## src/rtl/weight_dot_mac_pkg.sv

```systemverilog
// Shared defaults, FSM encoding and saturation bounds for the serial dot-product MAC.
package weight_dot_mac_pkg;

  localparam int N_TERMS_D = 62;
  localparam int W_D       = 8;
  localparam int ACC_W_D   = 24;
  localparam int FRAC_D    = 7;

  localparam logic [1:0] ST_IDLE = 2'd0;
  localparam logic [1:0] ST_RUN  = 2'd1;
  localparam logic [1:0] ST_DONE = 2'd2;

  // Clamp bounds for a W-bit result: unsigned ReLU range and signed range.
  function automatic int clamp_umax(input int w);
    return (1 << w) - 1;
  endfunction

  function automatic int clamp_smax(input int w);
    return (1 << (w - 1)) - 1;
  endfunction

  function automatic int clamp_smin(input int w);
    return -(1 << (w - 1));
  endfunction

endpackage

```

## src/rtl/weight_dot_mac_sat_clamp.sv

```systemverilog
// Arithmetic shift of the accumulator followed by ReLU or signed saturation to W bits.
import weight_dot_mac_pkg::*;

module sat_clamp #(
  parameter int ACC_W = ACC_W_D,
  parameter int W     = W_D,
  parameter int FRAC  = FRAC_D
) (
  input  logic signed [ACC_W-1:0] i_acc,
  input  logic                    i_relu_en,
  output logic        [W-1:0]     o_act
);

  localparam logic signed [ACC_W-1:0] L_UMAX = ACC_W'(clamp_umax(W));
  localparam logic signed [ACC_W-1:0] L_SMAX = ACC_W'(clamp_smax(W));
  localparam logic signed [ACC_W-1:0] L_SMIN = ACC_W'(clamp_smin(W));

  logic signed [ACC_W-1:0] w_s;

  assign w_s = i_acc >>> FRAC;

  always_comb begin
    o_act = w_s[W-1:0];
    if (i_relu_en) begin
      if (w_s < 0)           o_act = '0;
      else if (w_s > L_UMAX) o_act = L_UMAX[W-1:0];
    end else begin
      if (w_s > L_SMAX)      o_act = L_SMAX[W-1:0];
      else if (w_s < L_SMIN) o_act = L_SMIN[W-1:0];
    end
  end

endmodule

```

## src/rtl/weight_dot_mac.sv

```systemverilog
// One-term-per-cycle signed-weight x unsigned-activation dot product with saturated activation output.
import weight_dot_mac_pkg::*;

module weight_dot_mac #(
  parameter int N_TERMS = N_TERMS_D,
  parameter int W       = W_D,
  parameter int ACC_W   = ACC_W_D,
  parameter int FRAC    = FRAC_D
) (
  input  logic                    clk,
  input  logic                    rst,
  input  logic                    start,
  input  logic [N_TERMS*W-1:0]    weight_i,
  input  logic [N_TERMS*W-1:0]    act_i,
  input  logic [5:0]              len_i,
  input  logic                    relu_en,
  output logic                    busy,
  output logic                    done,
  output logic signed [ACC_W-1:0] sum_o,
  output logic [W-1:0]            act_o
);

  localparam int PW = 2*W + 1;

  logic [1:0]                  r_state;
  logic [N_TERMS-1:0][W-1:0]   r_w;
  logic [N_TERMS-1:0][W-1:0]   r_a;
  logic [5:0]                  r_cnt;
  logic [5:0]                  r_n;
  logic                        r_relu;
  logic signed [ACC_W-1:0]     r_acc;
  logic signed [ACC_W-1:0]     r_sum;
  logic [W-1:0]                r_act;

  logic                        w_accept;
  logic                        w_last;
  logic [5:0]                  w_len_eff;
  logic signed [PW-1:0]        w_prod;
  logic signed [ACC_W-1:0]     w_acc_nxt;
  logic [W-1:0]                w_clamp;

  assign w_accept  = start && (r_state == ST_IDLE || r_state == ST_DONE);
  assign w_len_eff = (len_i == 6'd0 || len_i > 6'(N_TERMS)) ? 6'(N_TERMS) : len_i;
  assign w_last    = (r_cnt == r_n - 6'd1);

  // Zero-extending the activation keeps it positive in the signed multiply.
  assign w_prod    = $signed(r_w[0]) * $signed({1'b0, r_a[0]});
  assign w_acc_nxt = r_acc + {{(ACC_W-PW){w_prod[PW-1]}}, w_prod};

  sat_clamp #(.ACC_W(ACC_W), .W(W), .FRAC(FRAC)) u_clamp (
    .i_acc     (w_acc_nxt),
    .i_relu_en (r_relu),
    .o_act     (w_clamp)
  );

  always_ff @(posedge clk) begin
    if (rst) begin
      r_state <= ST_IDLE;
      r_w     <= '0;
      r_a     <= '0;
      r_cnt   <= '0;
      r_n     <= '0;
      r_relu  <= 1'b0;
      r_acc   <= '0;
      r_sum   <= '0;
      r_act   <= '0;
    end else begin
      case (r_state)
        ST_RUN: begin
          r_acc <= w_acc_nxt;
          r_w   <= {{W{1'b0}}, r_w[N_TERMS-1:1]};
          r_a   <= {{W{1'b0}}, r_a[N_TERMS-1:1]};
          r_cnt <= r_cnt + 6'd1;
          if (w_last) begin
            r_state <= ST_DONE;
            r_sum   <= w_acc_nxt;
            r_act   <= w_clamp;
          end
        end
        default: begin
          // IDLE and DONE both accept; DONE falls back to IDLE otherwise.
          if (w_accept) begin
            r_state <= ST_RUN;
            r_w     <= weight_i;
            r_a     <= act_i;
            r_cnt   <= '0;
            r_n     <= w_len_eff;
            r_relu  <= relu_en;
            r_acc   <= '0;
          end else begin
            r_state <= ST_IDLE;
          end
        end
      endcase
    end
  end

  assign busy  = (r_state == ST_RUN);
  assign done  = (r_state == ST_DONE);
  assign sum_o = r_sum;
  assign act_o = r_act;

endmodule
```

## config.mk

```make
export PLATFORM = sky130hd
export DESIGN_NAME = weight_dot_mac
export DESIGN_NICKNAME = d
export VERILOG_FILES = /design/src/rtl/weight_dot_mac_pkg.sv /design/src/rtl/weight_dot_mac_sat_clamp.sv /design/src/rtl/weight_dot_mac.sv
export SDC_FILE = /design/constraint.sdc
export NUM_CORES = 2
export LEC_CHECK = 0
export ABC_AREA = 1
export BUFFER_PORTS_ARGS = -buffer_cell sky130_fd_sc_hd__buf_2
export CAP_MARGIN = 0
export CORE_AREA = 2 2 406 408
export DETAILED_ROUTE_END_ITERATION = 8
export DIE_AREA = 0 0 408 410
export PLACE_DENSITY = 0.55
export SYNTH_ARGS = -nofsm -noshare
export SYNTH_HDL_FRONTEND = slang
export SYNTH_HIERARCHICAL = 1
export SYNTH_SLANG_ARGS = --single-unit
```

## constraint.sdc

```tcl
create_clock -name clk -period 6.1 [get_ports clk]
set_input_delay 0.915 -clock clk [delete_from_list [all_inputs] [get_ports clk]]
set_output_delay 0.915 -clock clk [all_outputs]
set_load 0.05 [all_outputs]
```

; Yosys cells after proc, flatten, opt, wreduce, memory -nomap -nowiden
; Cells that the tools add are included.
[totals]
ff_bits = 1063
latchBits = 0
n_memories = 0
ram_bits = 0
rom_bits = 0
out_inout_bits = 34
[classes]
n_div = 0
bitwise = 1
add_sub_neg = 3
n_mux = 17
mul = 1
shift = 0
magnitude_cmp = 5
eq_ne = 4
n_reduce_logical = 9
[ops]
columns = cell, n
row1 = two-way mux 488 bit, 4
row2 = two-way mux 24 bit, 2
row3 = two-way mux 8 bit, 5
row4 = adder 24 bit, 1
row5 = two-way mux 6 bit, 3
row6 = "> comparator 17 x 8 -> 1 bit, second input constant", 1
row7 = "> comparator 17 x 9 -> 1 bit, second input constant", 1
row8 = "< comparator 17 x 1 -> 1 bit, second input constant", 1
row9 = "< comparator 17 x 8 -> 1 bit, second input constant", 1
row10 = multiplier 8 x 9 -> 17 bit, 1
row11 = "adder 6 x 1 -> 6 bit, second input constant", 1
row12 = == test 6 bit, 1
row13 = "> comparator 6 bit, second input constant", 1
row14 = zero test 6 bit, 1
row15 = "subtractor 6 x 1 -> 6 bit, second input constant", 1
row16 = two-way mux 2 bit, 2
row17 = AND reduction 2 bit, 2
row18 = "== test 2 x 1 -> 1 bit, second input constant", 1
row19 = "== test 2 bit, second input constant", 1
row20 = zero test 2 bit, 1
row21 = logical OR 1 bit, 2
row22 = "!= test 2 x 1 -> 1 bit, second input constant", 1
row23 = nonzero test 2 bit, 1
row24 = OR reduction 2 bit, 1
row25 = 3 further kinds, 3

; Longest topological paths before layout
[logic_depth]
ltp_word = 6
depth_mapped = 41
ltp_nobuf = 40

; Cells and area by module
; The synthesis kept the hierarchy.
[modules_own_cells]
columns = mod, area_each_um2, n_inst, cells_per_inst, seq_area_each_um2
row1 = weight_dot_mac, 44582.8, 1, 5440, 21280.4
row2 = sat_clamp, 281.5, 1, 58, 0.0

; Worst setup path after synthesis
; OpenSTA, ideal clock, no wires.
[synth_path]
kind = reg2reg
from = register r_w[7] (netlist bit)
to = register r_act[0] (netlist: act_o[0])
path_slack_ns = 0.086
stages_incl_launch_ff = 37
arrival_time_ns = 5.900
required_time_ns = 5.985
setup_time_ns = 0.115
period_less_slack_ns = 6.014
cell_sequence = dfxtp_1 -> clkinv_1 -> or2_2 -> fa_1 -> fa_1 -> inv_1 -> fa_1 -> inv_1 -> fa_1 -> inv_1 -> ha_1 -> nand2_1 -> inv_1 -> a21boi_0 -> o21ai_0 -> a31oi_1 -> xor2_1 -> inv_1 -> ha_1 -> nand2_1 -> nor2_1 -> inv_1 -> nor3_1 -> nand3_1 -> nand2_1 -> nand2_1 -> and2_2 -> nor2_2 -> nand2_4 -> nor2_4 -> nand2_2 -> nand2_4 -> nand2_1 -> nand2_1 -> nand2_1 -> nand2_1 -> nand2_1
[synth_via]
elab_chain_len = 6
word_cells_on_any_way = 11
[synth_rtl]
columns = item, line_no
row1 = from (decl), weight_dot_mac.sv:26  ; logic [N_TERMS-1:0][W-1:0] r_w;
row2 = from (signal assigned), weight_dot_mac.sv:71  ; r_w <= {{W{1'b0}}, r_w[N_TERMS-1:1]};
row3 = from (signal assigned), weight_dot_mac.sv:84  ; r_w <= weight_i;
row4 = multiplier 8 x 9 -> 17 bit *, weight_dot_mac.sv:47  ; assign w_prod = $signed(r_w[0]) * $signed({1'b0, r_a[0]});
row5 = adder 24 bit *, weight_dot_mac.sv:48  ; assign w_acc_nxt = r_acc + {{(ACC_W-PW){w_prod[PW-1]}}, w_prod};
row6 = net w_acc_nxt[20], weight_dot_mac.sv:39  ; logic signed [ACC_W-1:0] w_acc_nxt;
row7 = < comparator 17 x 8 -> 1 bit or > comparator 17 x 9 -> 1 bit (tied branches), "weight_dot_mac_sat_clamp.sv:29, weight_dot_mac_sat_clamp.sv:26"
row8 = "two-way mux 8 bit, on equally long branches", "weight_dot_mac_sat_clamp.sv:29, weight_dot_mac_sat_clamp.sv:26"
row9 = "two-way mux 8 bit, on equally long branches", "weight_dot_mac_sat_clamp.sv:28, weight_dot_mac_sat_clamp.sv:25"
row10 = two-way mux 8 bit *, weight_dot_mac_sat_clamp.sv:24  ; if (i_relu_en) begin
row11 = net w_clamp[0], weight_dot_mac.sv:40  ; logic [W-1:0] w_clamp;
row12 = to (signal assigned), weight_dot_mac.sv:77  ; r_act <= w_clamp;
row13 = to (decl), weight_dot_mac.sv:33  ; logic [W-1:0] r_act;
; Mark *: on every way through the listed nets, which the timed path passes. The rest lies on a longest branch.
; A chain may end at the register's enable or synchronous reset.

; Worst setup path after layout
; Ends and elaborated chain as after synthesis.

==> flow_summary.json <==
{
  "core_um2": 163000,
  "synth_area_leaders": "dfxtp_1, o22ai_1, a21oi_1",
  "yosys.area.top_type_share_pct": 47.4,
  "power_density_nw_per_um2": 338,
  "finalCritPeriodShare_pct": 97.5,
  "synthTopCellsByCount": "dfxtp_1, a21oi_1, o21ai_0, o22ai_1, clkbuf_1",
  "slowest_delay_ns": 0.54,
  "period_needed_ns": 5.95,
  "cp_max_fo": 7,
  "clk_path_buf_depth": 3,
  "max_cap_violations": 0,
  "grt_overflow": 0,
  "ys_ff_latch": 1063,
  "ys_seq_area_share_pct": 47.4,
  "slew_headroom_pct": 24.7,
  "num-nets-final": 7335,
  "avgSynthCellArea_um2": 8.16,
  "synth_xor_area_share_pct": 0.661,
  "synth_edf_count": 0,
  "drc": 0,
  "synth_top_family_by_area": "compound AO/OA/AOI/OAI gates",
  "synth_fa_ha_area_share_pct": 3.62,
  "synthCells": 5498,
  "synth_fp_nets": 6607,
  "place_congestion": 0.896,
  "die_area_um2": 167000,
  "p_leak_nw": 22.7,
  "synth-main-ff-cell": "dfxtp_1",
  "via_per_inst": 5.16,
  "grt_pass1_vias": 41000,
  "status": "completed",
  "grt_start_max_net_pins": 268,
  "maxSlewViolCount": 0,
  "crit_required_ns": 6.74,
  "drt-total-wl_um": 177000,
  "peakVddDrop_mv": 0.231,
  "synth.cell_area_um2": 44900,
  "clkTransAtPathRegs_ns": 0.06,
  "synth_compound_area_share_pct": 37.0,
  "post-dp-hpwl_um": 122000,
  "worstSkewPairLatency_ns": 0.76,
  "vias": 44400,
  "final_cell_area_um2": 56500,
  "hp-class": "primary input to register",
  "worstSetupStartpointType": "register",
  "grt_pass1_wl_um": 256000,
  "setup_viol": 0,
  "max_freq_mhz": 168,
  "grtUsageTotal_pct": 19.7,
  "yosysUniqueCellTypes": 46,
  "place_area_um2": 51700,
  "rsz0062_at_grt": "true",
  "synth_simple_gate_area_share_pct": 4.58,
  "cts_buffers": 119,
  "critical_path.most_common_cell": "nand2_1",
  "portBuffers": 1035,
  "fin_skew_ns": 0.0438,
  "first_pass_iters": 6,
  "finalHoldViolCount": 0,
  "antenna_found_initial": 148,
  "htreeDepth": 3,
  "cts-root-buf": "clkbuf_16",
  "synth_top_cell_by_area": "dfxtp_1",
  "ant_nets": 0,
  "start_util_pct": 27.4,
  "fp.dieW_um": 408,
  "cp-end-kind": "register",
  "clock-sinks": 1063,
  "arrival_ns": 6.59,
  "drive_above_1_share_pct": 23.7,
  "p_total_mw": 19.1,
  "slowest_stage": "fa_1",
  "drt_iter0_markers": 3762,
  "critical_path_class": "register to register",
  "yosys_warnings": 6,
  "rows": 149,
  "tightest_slew_ns": 1.13,
  "die_h_um": 410,
  "cts_tree": "yes",
  "synth.most_common_cell": "dfxtp_1",
  "routedWlPerCell_um": 20.6,
  "area_growth_pct": 26.0,
  "async_flop_share_pct": 0,
  "synth_mux_area_share_pct": 0,
  "ios": 1036
}
-- through the flow --
step / TNS [ns] / cells / hold slack [ns] / setup slack (ns) / utilization (%)
final: 0 / 8594 / 0.412 / 0.153 / 34.6
after global placement: -1.28 / 8283 / 0.429 / -0.184 / 31.6
after detailed placement: -2.14 / 8283 / 0.428 / -0.293 / 31.6
after CTS: -0.00427 / 8503 / 0.317 / -0.00427 / 34.1
after floorplan: 0 / 5498 / 0.441 / 0.0857 / -
after global routing: -1.21 / 8580 / 0.362 / -0.206 / 34.6
-- cell type report --
| class | count | area (um2) |
|---|---|---|
| fillers | 17300 | 107000 |
| flip-flops and latches | 1063 | 21300 |
| multi-input cells | 3697 | 21200 |
| repair buffers | 1185 | 6530 |
| clock buffers | 181 | 3540 |
| well taps | 2189 | 2740 |
| inverters | 160 | 618 |
| clock inverters | 36 | 464 |
| diodes | 83 | 208 |
-- what timing repair did --
action / CTS / global route
endpoints found under the hold margin: 0 / 0
hold buffers: 0 / 0
endpoints found under the setup margin: 8 / 8
cloned: 0 / 0
buffers inserted: 3 / 8
pin swaps: 3 / 63
resized for setup: 17 / 123
-- worst max-delay path, delay by kind of cell, from the launching register on --
kind	cells	cell delay, ns
compound gates	1	0.16
fa+ha+maj	6	2.71
simple gates	21	2.10
flops	1	0.35
xor+xnor	1	0.10
buf+inv	6	0.42
-- cells by family (layout without fill, tap and decap cells) --
kind of cell / count (synthesis) / after routing
AO/OA/AOI/OAI: 3060 / 3060
flip-flops: 1063 / 1063
buffers and inverters: 738 / 1562
AND/OR/NAND/NOR: 497 / 497
adder cells (fa/ha/maj): 107 / 107
XOR/XNOR: 33 / 33
other: 0 / 83
-- power by group --
part           total (mW)  internal (mW)  switching (mW)
clock network        7.36           4.25            3.10
logic                3.58           1.42            2.16
registers            8.16           7.71           0.453
total                19.1           13.4            5.71
-- registers in the layout, indices dropped and copies added (netlist names) --
name	cells
act_o	8
r_a	496
r_acc	24
r_relu	1
r_n	6
r_w	496
r_state	2
sum_o	24
r_cnt	6
-- routing by layer --
| layer | GRT usage (%) | routed length, um | part of all wire, % | vias up |
|---|---|---|---|---|
| met5 | 0 | 638 | 0.36 | - |
| met2 | 31.2 | 83300 | 47 | 1311 |
| met4 | 8.54 | 5630 | 3.2 | 104 |
| li1 | - | - | - | 21800 |
| met1 | 25.1 | 76100 | 43 | 20800 |
| met3 | 5.14 | 11400 | 6.4 | 378 |
-- placed cells by master (no fill, tap or decap), types with 8 or more instances in the layout --
master and instances:
o31ai_1 9, clkbuf_16 121, nor2_1 39, nand4_1 9, nand2_1 333, buf_12 16, xor2_1 21, nand2_4 8
clkinv_2 18, inv_2 12, clkbuf_8 29, ha_4 13, nor2_4 11, buf_2 1035, clkbuf_1 31, a21oi_1 1046
fa_1 38, inv_1 145, ha_1 55, nand2_2 21, nand3_1 36, o21ai_0 991, nor2_2 11, diode_2 83
xnor2_1 9, dfxtp_1 1059, buf_4 128, o22ai_1 976
-- worst paths after layout --
check,startpoint,end,slack [ns],cells after the start
max,r_w[7],act_o[0],0.15,35
min,weight_i[489],r_w[489],0.41,3
max reg2reg,r_w[7],act_o[0],0.15,35
min reg2reg,act_o[5],act_o[5],0.44,2
Note: power is estimated with default switching activity, not from simulation.
